## src/rtl/sd_cmd24_write_pkg.sv

```systemverilog
// rtl/sd_cmd24_write_pkg.sv - shared constants, codes and state encoding for the CMD24 writer (CRC helper under CMD24_CRC16_EN)
package sd_cmd24_write_pkg;

    localparam logic [7:0] CMD24_BYTE  = 8'h58;
    localparam logic [7:0] START_TOKEN = 8'hFE;
    localparam logic [7:0] FILLER      = 8'hFF;

    localparam logic [2:0] DRESP_ACCEPT    = 3'b010;
    localparam logic [2:0] DRESP_CRC_ERR   = 3'b101;
    localparam logic [2:0] DRESP_WRITE_ERR = 3'b110;

    typedef enum logic [2:0] {
        ERR_OK           = 3'd0,
        ERR_R1_TIMEOUT   = 3'd1,
        ERR_R1_NONZERO   = 3'd2,
        ERR_CRC_REJECT   = 3'd3,
        ERR_WRITE_REJECT = 3'd4,
        ERR_BUSY_TIMEOUT = 3'd5,
        ERR_BAD_TOKEN    = 3'd6
    } err_code_t;

    typedef enum logic [3:0] {
        ST_IDLE, ST_CMD, ST_R1, ST_GAP, ST_TOKEN,
        ST_DATA, ST_CRC, ST_DRESP, ST_BUSY, ST_TAIL
    } state_t;

`ifdef CMD24_CRC16_EN
    // CRC-16-CCITT advanced one bit at a time, MSB first, matching the wire order
    function automatic logic [15:0] crc16_byte(input logic [15:0] crc, input logic [7:0] d);
        logic [15:0] c;
        c = crc;
        for (int i = 7; i >= 0; i--) begin
            if (c[15] ^ d[i]) c = {c[14:0], 1'b0} ^ 16'h1021;
            else              c = {c[14:0], 1'b0};
        end
        return c;
    endfunction
`endif

endpackage

```

## src/rtl/sd_cmd24_write_spi_byte_xfer.sv

```systemverilog
// rtl/sd_cmd24_write_spi_byte_xfer.sv - mode-0 SPI byte engine; done fires in the last high half so the next byte can follow without a gap
module spi_byte_xfer #(
    parameter int HALF_PERIOD = 2
) (
    input  logic       clk,
    input  logic       rst,
    input  logic       start,
    input  logic [7:0] tx_byte,
    input  logic       miso,
    output logic       ready,
    output logic       done,
    output logic [7:0] rx_byte,
    output logic       sclk,
    output logic       mosi
);
    localparam int CW = (HALF_PERIOD > 1) ? $clog2(HALF_PERIOD) : 1;
    localparam logic [CW-1:0] HALF_LAST = CW'(HALF_PERIOD - 1);

    logic          active;
    logic [CW-1:0] cnt;
    logic [2:0]    bit_idx;
    logic [7:0]    tx_sh;
    logic [7:0]    rx_sh;
    logic          half_end;

    assign half_end = active && (cnt == HALF_LAST);
    assign done     = half_end && sclk && (bit_idx == 3'd7);
    assign ready    = !active || done;
    assign rx_byte  = rx_sh;

    always_ff @(posedge clk) begin
        if (rst) begin
            active  <= 1'b0;
            cnt     <= '0;
            bit_idx <= '0;
            tx_sh   <= '0;
            rx_sh   <= '0;
            sclk    <= 1'b0;
            mosi    <= 1'b1;
        end else if (ready && start) begin
            active  <= 1'b1;
            cnt     <= '0;
            bit_idx <= '0;
            tx_sh   <= {tx_byte[6:0], 1'b0};
            sclk    <= 1'b0;
            mosi    <= tx_byte[7];
        end else if (done) begin
            active <= 1'b0;
            cnt    <= '0;
            sclk   <= 1'b0;
            mosi   <= 1'b1;
        end else if (active) begin
            if (half_end) begin
                cnt  <= '0;
                sclk <= ~sclk;
                if (!sclk) begin
                    rx_sh <= {rx_sh[6:0], miso};
                end else begin
                    mosi    <= tx_sh[7];
                    tx_sh   <= {tx_sh[6:0], 1'b0};
                    bit_idx <= bit_idx + 3'd1;
                end
            end else begin
                cnt <= cnt + 1'b1;
            end
        end
    end
endmodule

```

## src/rtl/sd_cmd24_write.sv

```systemverilog
// rtl/sd_cmd24_write.sv - single-block SD CMD24 writer over SPI; CMD24_CRC16_EN enables the data CRC-16
module sd_cmd24_write
    import sd_cmd24_write_pkg::*;
#(
    parameter int HALF_PERIOD  = 2,
    parameter int RESP_TIMEOUT = 8,
    parameter int BUSY_TIMEOUT = 65535
) (
    input  logic        Clock_100MHz,
    input  logic        Clear,
    input  logic        Start,
    input  logic [31:0] Block_Addr,
    input  logic [7:0]  Wr_Data,
    input  logic        Wr_Valid,
    output logic        Wr_Ready,
    output logic        Busy,
    output logic        Done,
    output logic        Error,
    output logic [2:0]  Error_Code,
    output logic        CMD24_CS,
    output logic        CMD24_Data_Out,
    output logic        CMD24_CLK,
    input  logic        CMD24_Data_In
);
    localparam logic [15:0] RESP_LAST = 16'(RESP_TIMEOUT - 1);
    localparam logic [15:0] BUSY_LAST = 16'(BUSY_TIMEOUT - 1);

    state_t    state, n_state;
    logic [9:0]  cnt, n_cnt;
    logic [15:0] poll, n_poll;
    logic [31:0] addr, n_addr;
    logic        err, n_err;
    err_code_t   code, n_code, fail_code;
    logic        done_r, n_done;
    logic        fail;
    logic [2:0]  cmd_idx;
    logic [7:0]  cmd_tx;
    logic        x_start, x_ready, x_done;
    logic [7:0]  x_tx, x_rx;
`ifdef CMD24_CRC16_EN
    logic [15:0] crc, n_crc;
`endif

    spi_byte_xfer #(.HALF_PERIOD(HALF_PERIOD)) u_xfer (
        .clk     (Clock_100MHz),
        .rst     (Clear),
        .start   (x_start),
        .tx_byte (x_tx),
        .miso    (CMD24_Data_In),
        .ready   (x_ready),
        .done    (x_done),
        .rx_byte (x_rx),
        .sclk    (CMD24_CLK),
        .mosi    (CMD24_Data_Out)
    );

    assign CMD24_CS   = (state == ST_IDLE) || (state == ST_TAIL);
    assign Busy       = (state != ST_IDLE) || done_r;
    assign Done       = done_r;
    assign Error      = err;
    assign Error_Code = code;
    assign Wr_Ready   = (state == ST_DATA) && x_ready;

    always_comb begin
        cmd_idx = x_done ? (cnt[2:0] + 3'd1) : cnt[2:0];
        case (cmd_idx)
            3'd0:    cmd_tx = CMD24_BYTE;
            3'd1:    cmd_tx = addr[31:24];
            3'd2:    cmd_tx = addr[23:16];
            3'd3:    cmd_tx = addr[15:8];
            3'd4:    cmd_tx = addr[7:0];
            default: cmd_tx = FILLER;
        endcase
    end

    always_comb begin
        n_state   = state;
        n_cnt     = cnt;
        n_poll    = poll;
        n_addr    = addr;
        n_err     = err;
        n_code    = code;
        n_done    = 1'b0;
        fail      = 1'b0;
        fail_code = ERR_OK;
        x_start   = 1'b0;
        x_tx      = FILLER;
`ifdef CMD24_CRC16_EN
        n_crc     = crc;
`endif
        case (state)
            ST_IDLE: if (Start && !done_r) begin
                n_state = ST_CMD;
                n_cnt   = '0;
                n_addr  = Block_Addr;
                n_err   = 1'b0;
                n_code  = ERR_OK;
`ifdef CMD24_CRC16_EN
                n_crc   = '0;
`endif
            end
            ST_CMD: if (x_ready) begin
                x_start = 1'b1;
                if (x_done && cnt == 10'd5) begin
                    n_state = ST_R1;
                    n_poll  = '0;
                end else begin
                    x_tx  = cmd_tx;
                    n_cnt = {7'd0, cmd_idx};
                end
            end
            ST_R1: if (x_done) begin
                if (!x_rx[7]) begin
                    if (x_rx == 8'h00) begin
                        n_state = ST_GAP;
                        x_start = 1'b1;
                    end else begin
                        fail      = 1'b1;
                        fail_code = ERR_R1_NONZERO;
                    end
                end else if (poll == RESP_LAST) begin
                    fail      = 1'b1;
                    fail_code = ERR_R1_TIMEOUT;
                end else begin
                    n_poll  = poll + 16'd1;
                    x_start = 1'b1;
                end
            end
            ST_GAP: if (x_done) begin
                n_state = ST_TOKEN;
                x_start = 1'b1;
                x_tx    = START_TOKEN;
            end
            ST_TOKEN: if (x_done) begin
                n_state = ST_DATA;
                n_cnt   = '0;
            end
            ST_DATA: if (Wr_Valid && x_ready) begin
                x_start = 1'b1;
                x_tx    = Wr_Data;
                n_cnt   = cnt + 10'd1;
`ifdef CMD24_CRC16_EN
                n_crc   = crc16_byte(crc, Wr_Data);
`endif
                if (cnt == 10'd511) begin
                    n_state = ST_CRC;
                    n_cnt   = '0;
                end
            end
            // first done here belongs to the last data byte, then one per CRC byte
            ST_CRC: if (x_done) begin
                x_start = 1'b1;
                if (cnt == 10'd2) begin
                    n_state = ST_DRESP;
                end else begin
                    n_cnt = cnt + 10'd1;
`ifdef CMD24_CRC16_EN
                    x_tx  = (cnt == 10'd0) ? crc[15:8] : crc[7:0];
`endif
                end
            end
            ST_DRESP: if (x_done) begin
                fail      = 1'b1;
                fail_code = ERR_BAD_TOKEN;
                if (!x_rx[4] && x_rx[0]) begin
                    case (x_rx[3:1])
                        DRESP_ACCEPT: begin
                            fail    = 1'b0;
                            n_state = ST_BUSY;
                            n_poll  = '0;
                            x_start = 1'b1;
                        end
                        DRESP_CRC_ERR:   fail_code = ERR_CRC_REJECT;
                        DRESP_WRITE_ERR: fail_code = ERR_WRITE_REJECT;
                        default:         fail_code = ERR_BAD_TOKEN;
                    endcase
                end
            end
            ST_BUSY: if (x_done) begin
                if (x_rx == FILLER) begin
                    n_state = ST_TAIL;
                    x_start = 1'b1;
                end else if (poll == BUSY_LAST) begin
                    fail      = 1'b1;
                    fail_code = ERR_BUSY_TIMEOUT;
                end else begin
                    n_poll  = poll + 16'd1;
                    x_start = 1'b1;
                end
            end
            ST_TAIL: if (x_done) begin
                n_state = ST_IDLE;
                n_done  = 1'b1;
            end
            default: n_state = ST_IDLE;
        endcase
        if (fail) begin
            n_state = ST_TAIL;
            n_err   = 1'b1;
            n_code  = fail_code;
            x_start = 1'b1;
            x_tx    = FILLER;
        end
    end

    always_ff @(posedge Clock_100MHz) begin
        if (Clear) begin
            state  <= ST_IDLE;
            cnt    <= '0;
            poll   <= '0;
            addr   <= '0;
            err    <= 1'b0;
            code   <= ERR_OK;
            done_r <= 1'b0;
        end else begin
            state  <= n_state;
            cnt    <= n_cnt;
            poll   <= n_poll;
            addr   <= n_addr;
            err    <= n_err;
            code   <= n_code;
            done_r <= n_done;
        end
    end

`ifdef CMD24_CRC16_EN
    always_ff @(posedge Clock_100MHz) begin
        if (Clear) crc <= '0;
        else       crc <= n_crc;
    end
`endif
endmodule
```

## config.mk

```make
export PLATFORM = sky130hd
export DESIGN_NAME = sd_cmd24_write
export DESIGN_NICKNAME = d
export VERILOG_FILES = /design/src/rtl/sd_cmd24_write_pkg.sv /design/src/rtl/sd_cmd24_write_spi_byte_xfer.sv /design/src/rtl/sd_cmd24_write.sv
export SDC_FILE = /design/constraint.sdc
export NUM_CORES = 1
export LEC_CHECK = 0
export ABC_AREA = 1
export BUFFER_PORTS_ARGS = -buffer_cell sky130_fd_sc_hd__buf_2
export CAP_MARGIN = 30
export CELL_PAD_IN_SITES_DETAIL_PLACEMENT = 0
export CELL_PAD_IN_SITES_GLOBAL_PLACEMENT = 1
export CORE_ASPECT_RATIO = 1.2
export CORE_MARGIN = 2
export CORE_UTILIZATION = 42
export DETAILED_ROUTE_END_ITERATION = 6
export GPL_TIMING_DRIVEN = 1
export PLACE_DENSITY = 0.9
export REMOVE_ABC_BUFFERS = 1
export SLEW_MARGIN = 20
export SYNTH_ARGS = -nofsm -noshare
export SYNTH_HDL_FRONTEND = slang
export SYNTH_SLANG_ARGS = --single-unit
export TNS_END_PERCENT = 100
```

## constraint.sdc

```tcl
create_clock -name Clock_100MHz -period 2.4 [get_ports Clock_100MHz]
set_input_delay 0.12 -clock Clock_100MHz [delete_from_list [all_inputs] [get_ports Clock_100MHz]]
set_output_delay 0.12 -clock Clock_100MHz [all_outputs]
set_load 0.03 [all_outputs]
```

==> qor.csv, run 1 <==
metric,value,unit
r2r-start,u_xfer.bit_idx[0]$_SDFFE_PP0P_,
p_per_area,827,nW/um^2
io_pins,55,
cts-root-buf,clkbuf_16,
clkSlewWorstSetupHoldPaths,0.07,ns
ir_drop,0.000522,V
nets,968,
avgSynthCellArea,6.40,sq um
critPathRequiredTime,2.67,ns
period_share,91.9,%
status,completed,
top_usage_layer,met2,
drive_above_1_share,15.2,%
met1_usage,27.2,%
cp-start-kind,flop,
crit_path_max_fanout,15,
area_growth,19.5,%
synth_edf_count,0,
critPathArrivalTime,2.48,ns
grt_util_met2,36.4,%
dp.cells,1048,
finalSetupViolCount,0,
p_leak,2.74,nW
cts_max_path_buffers,2,
initial_core_util,42.8,%
fp-row-count,45,
wl_per_cell,13.1,um
gr-usage-met3,3.10,%
synth_cells,839,
grt_pass1_wl,23.8,mm
fin_skew,0.0110,ns
slew_headroom,57.2,%
yosys_most_used_dff,dfxtp_1,
worst-setup-path-type,flop to flop,
rsz0062_at_grt,no,
numPortBuffers,54,
die_area,13700,sq um
ys_warn_count,0,
firstDrtPassIters,5,
critPathCaptureType,flop,
tns,0,ns
globalplace.congestion,0.921,
wirelength,14.3,mm
worst_slew_pin_slew,0.641,ns
utilization,51.1,%
die_h,128,um
fmax,0.454,GHz
worstSetupStartpoint,u_xfer.bit_idx[0]$_SDFFE_PP0P_,
viasPerCell,5.06,
core,12600,sq um
yosys.cell_types.count,46,
hpwlAfterDp,10.3,mm
crit_end,u_xfer.mosi$_SDFFE_PP1P_,
ys_ff_latch,89,
cts_tree,built,
drcViolationCount,0,
grt_use_total,21.4,%
htreeDepth,3,
period_needed,2.20,ns
hold_path.class,input pin to flop,
clock_latency,0.35,ns
cts_made_buffers,9,
synth.yosys.seq_area_share,33.2,%
r2r_end,u_xfer.mosi$_SDFFE_PP1P_,
drv_cap,0,
grt_pass1_vias,5046,
grt_max_degree,44,
antenna_found_initial,0,
fin_cells,1085,
finalMaxSlewViolations,0,
synth_area,5370,sq um
drtIter0Drc,368,
reg2regPathDepth,13,
diodes,0,
vias,5490,
cts_sinks,89,
async_flop_share,0,%
hold_viol_final,0,
ant_nets,0,
gr-total-overflow,0,
rrSetupSlack,0.20,ns
fp.dieW,107,um
worst min path at each step:
stage                     cells after the start                    end            from
after floorplan                               1     Error$_SDFFE_PP0P_           Clear
after global placement                        3  addr[15]$_SDFFE_PP0P_  Block_Addr[15]
after detailed placement                      3  addr[10]$_SDFFE_PP0P_  Block_Addr[10]
after CTS                                     3   addr[0]$_SDFFE_PP0P_   Block_Addr[0]
after global routing                          3  addr[26]$_SDFFE_PP0P_  Block_Addr[26]
final                                         3   addr[0]$_SDFFE_PP0P_   Block_Addr[0]
report_power, final:
| group | internal, mW | switching (mW) |
|---|---|---|
| logic | 0.636 | 1.30 |
| clock network | 0.823 | 0.638 |
| registers | 1.73 | 0.177 |
state kept, by name (all words and copies together), names as in the netlist, 3 cells and up:
| name | flops |
|---|---|
| addr | 32 |
| poll | 16 |
| cnt | 10 |
| u_xfer.rx_byte | 8 |
| u_xfer.tx_sh | 7 |
| state | 4 |
| Error_Code | 3 |
| u_xfer.bit_idx | 3 |
layout by cell type, fill, tap and decap left out, drive strengths merged, types with 2 or more instances in the layout:
cell type	instances
nor3	10
nor4	6
xor2	10
a31oi	2
clkinv	3
nand3b	3
o22ai	4
inv	84
nor2	159
xnor2	8
buf	80
a21oi	64
o211ai	4
clkbuf	10
nand4	31
dlygate4sd3	18
dfxtp	89
nand3	60
nor3b	2
o21ai	57
nand2	203
ha	7
o21bai	2
Yosys cell counts (2+ instances only):
| library cell | number | area, sq um |
|---|---|---|
| nand2_1 | 189 | 709 |
| clkbuf_1 | 15 | 56.3 |
| a31oi_1 | 2 | 12.5 |
| a21oi_1 | 62 | 310 |
| o211ai_1 | 3 | 22.5 |
| nor3_2 | 2 | 20.0 |
| buf_4 | 7 | 52.6 |
| nor3_1 | 8 | 40.0 |
| buf_2 | 4 | 20.0 |
| nor2_1 | 153 | 574 |
| ha_1 | 7 | 87.6 |
| nand3_1 | 58 | 290 |
| xor2_1 | 10 | 87.6 |
| nor2_2 | 2 | 12.5 |
| o21bai_1 | 2 | 15.0 |
| nand2_2 | 13 | 81.3 |
| nor4_1 | 6 | 37.5 |
| nor2_4 | 4 | 45.0 |
| inv_2 | 5 | 18.8 |
| o22ai_1 | 4 | 25.0 |
| o21ai_1 | 5 | 25.0 |
| buf_6 | 4 | 45.0 |
| dfxtp_1 | 89 | 1780 |
| o21ai_0 | 52 | 260 |
| inv_1 | 75 | 282 |
| nand3b_1 | 3 | 22.5 |
| xnor2_1 | 8 | 70.1 |
| nand4_1 | 29 | 181 |
critical path: stages (launching register included):
cell,delay (ns)
dfxtp_1,0.35
ha_1,0.21
ha_4,0.19
nand4_4,0.17
buf_4,0.22
nor2_1,0.11
nand3_1,0.13
nand2_2,0.12
nand3_4,0.14
nand2_2,0.12
inv_4,0.08
nand3_2,0.14
nand2_1,0.07
o21ai_0,0.07
kinds of logic after synthesis:
kind of cell,count (synthesis),share of synthesized area [%]
AOI/OAI and AO/OA,136,13.9
xor gates and xnor gates,18,2.93
adders and majority gates,7,1.63
buffers and inverters,115,9.32
DFF,89,33.2
and+or+nand+nor,474,39.1
area by class of cell:
class                           count  area (sq um)
Fill cell                        1329          6140
Multi-Input combinational cell    636          3150
Sequential cell                    89          1780
Timing Repair Buffer               98           671
Inverter                           82           310
Clock buffer                       10           229
Tap cell                          164           205
Clock inverter                      6          73.8
metrics by stage:
step	instance area (sq um)	setup WS [ns]	hold WS [ns]	power, mW
after floorplan	5180	0.160	0.189	3.21
after global placement	5860	0.149	0.341	3.80
after detailed placement	5860	0.0527	0.345	3.81
after CTS	6350	0.0200	0.00170	5.30
after global routing	6420	0.0239	0.0242	5.68
final	6420	0.195	0.00903	5.31
per-layer routing:
metal / vias to the layer above / wire (um)
li1: 2894 / -
met1: 2460 / 6570
met2: 119 / 6860
met3: 17 / 563
met4: 0 / 267
met5: - / 0
what timing repair did:
action	4_1_cts	5_1_grt
setup endpoints to repair	0	22
hold buffers	18	0
buffers inserted	0	2
gates resized for setup	0	9
endpoints found under the hold margin	18	0
Power figures use the tool's default switching activity.
==> inputs of run 2 (changes only) <==
--- a/config.mk
+++ b/config.mk
@@ -15,6 +15,7 @@
 export CORE_UTILIZATION = 42
 export DETAILED_ROUTE_END_ITERATION = 6
 export GPL_TIMING_DRIVEN = 1
+export HOLD_SLACK_MARGIN = 0.05
 export PLACE_DENSITY = 0.9
 export REMOVE_ABC_BUFFERS = 1
 export SLEW_MARGIN = 20
==> qor.csv, run 2 (synthesis gave the netlist of run 1 again) <==
metric,value,unit,change
status,completed,,
die_area,13700,sq um,unchanged
seq_power_share,35.9,%,about the same
period_share,92.3,%,+0.48 points
viasPerCell,5.07,,+0.23%
rrSetupSlack,0.18,ns,about the same
drcViolationCount,0,,unchanged
internal_power,3.20,mW,+0.27%
ant_nets,0,,unchanged
cts_max_path_buffers,2,,unchanged
critPathCaptureType,flop,,
finalSetupViolCount,0,,unchanged
worst_slew_pin_slew,0.638,ns,-0.00266 ns
worst-setup-path-type,flop to flop,,
drive_above_1_share,15.1,%,-0.13 points
nets,976,,+0.83%
area_growth,21.0,%,
firstDrtPassIters,5,,unchanged
drv_cap,0,,unchanged
finalMaxSlewViolations,0,,unchanged
power.switching,2.12,mW,+0.35%
p_per_area,819,nW/um^2,-0.93%
utilization,51.8,%,+0.64 points
cts_made_buffers,9,,unchanged
regMostFlops,addr,,
dpl_cell_area,5860,sq um,unchanged
cts_tree,built,,
drtIter0Drc,362,,-1.6%
cp-start-kind,flop,,
power_frac_comb,36.6,%,about the same
hold_viol_final,0,,unchanged
hold_path.class,input pin to flop,,
slew_headroom,57.4,%,+0.18 points
clock_latency,0.35,ns,about the same
swShare,39.9,%,about the same
numPortBuffers,54,,unchanged
grt_use_total,21.5,%,+0.12 points
core,12600,sq um,unchanged
io_pins,55,,unchanged
period_needed,2.22,ns,+0.0116 ns
globalplace.congestion,0.921,,unchanged
mostFrequentLayoutCells,"nand2_1 (188), nor2_1 (152), dfxtp_1 (89)",,
antenna_found_initial,0,,unchanged
final_common_cell,nand2_1,,
grt_pass1_vias,5086,,+0.79%
diodes,0,,unchanged
grt_max_degree,44,,unchanged
final_cell_area,6500,sq um,+1.2%
wl_per_cell,13.2,um,+0.17%
fin_skew,0.0118,ns,+0.000751 ns
largest_register_ffs,32,,unchanged
ir_drop,0.000521,V,about the same
fp-row-count,45,,unchanged
hpwlAfterDp,10.3,mm,unchanged
critPathArrivalTime,2.49,ns,about the same
cts-root-buf,clkbuf_16,,
whs,0.0541,ns,+0.0451 ns
cts_sinks,89,,unchanged
wirelength,14.4,mm,+0.91%
vias,5543,,+0.97%
critPathRequiredTime,2.67,ns,about the same
fillCellCount,1319,,-0.75%
p_leak,2.77,nW,+1.2%
fmax,0.451,GHz,-0.52%
initial_core_util,42.8,%,unchanged
fp.dieW,107,um,unchanged
crit_path_max_fanout,15,,unchanged
power,5.32,mW,+0.30%
htreeDepth,3,,unchanged
rsz0062_at_grt,no,,
gr-total-overflow,0,,unchanged
reg_top3,"addr: 32 flops, poll: 16 flops, cnt: 10 flops",,
clkPwrFrac,27.5,%,about the same
grt_pass1_wl,24.0,mm,+0.67%
clkSlewWorstSetupHoldPaths,0.07,ns,about the same
tns,0,ns,unchanged
die_h,128,um,unchanged
-- run 2: cell types whose count changed in the layout (fill, tap and decap cells not counted) --
cell | previous run | this run
dlygate4sd3_1 | 18 | 26
-- run 2: timing repair --
| item | in CTS | in global routing |
|---|---|---|
| buffers inserted | 0 | 2 |
| gates resized for setup | 0 | 9 |
| hold buffers | 26 | 0 |
| setup endpoints to repair | 0 | 22 |
| hold endpoints to repair | 26 | 0 |
-- run 2: routing by layer --
layer | track usage (%) | vias up | part of all wire [%]
li1 | - | 2913 | -
met5 | 0 | - | 0
met3 | 3.10 | 18 | 3.8
met2 | 36.8 | 108 | 48
met1 | 27.3 | 2504 | 46
met4 | 7.94 | 0 | 1.9
-- run 2: final cells by class --
| type | count | area (sq um) | area share, % |
|---|---|---|---|
| inverters | 82 | 310 | 4.77 |
| flip-flops and latches | 89 | 1780 | 27.4 |
| clock buffers | 10 | 229 | 3.52 |
| clock inverters | 6 | 73.8 | 1.14 |
| repair buffers | 106 | 751 | 11.6 |
| well taps | 164 | 205 | 3.16 |
| multi-input cells | 636 | 3150 | 48.4 |
-- run 2: worst max-delay path, stage by stage (launching register included) --
cell and delay, ns:
dfxtp_1 0.35, ha_1 0.21, ha_4 0.19, nand4_4 0.17
buf_4 0.23, nor2_1 0.11, nand3_1 0.13, nand2_2 0.12
nand3_4 0.14, nand2_2 0.12, inv_4 0.08, nand3_2 0.14
nand2_1 0.07, o21ai_0 0.07
-- run 2: per-stage QoR --
step	instances	setup slack (ns)
finish	1093	0.184
global route	1093	0.0239
CTS	1090	0.0200
detailed placement	1048	0.0527
global placement	1048	0.149
floorplan	806	0.160
-- run 2: final timing paths --
check,startpoint,endpoint,depth (start not counted)
worst max-delay path,u_xfer.bit_idx[0]$_SDFFE_PP0P_,u_xfer.mosi$_SDFFE_PP1P_,13
worst min-delay path,Block_Addr[3],addr[3]$_SDFFE_PP0P_,3
worst max register to register,u_xfer.bit_idx[0]$_SDFFE_PP0P_,u_xfer.mosi$_SDFFE_PP1P_,13
worst min register to register,addr[13]$_SDFFE_PP0P_,addr[13]$_SDFFE_PP0P_,2
-- run 2: power by group through the flow --
stage,combinational [mW],sequential (mW),clock [mW]
6_report,1.95,1.91,1.47
5_1_grt,2.19,1.94,1.56
4_1_cts,1.92,1.90,1.49
3_5_place_dp,1.88,1.93,0
3_3_place_gp,1.87,1.93,0
2_1_floorplan,1.30,1.91,0
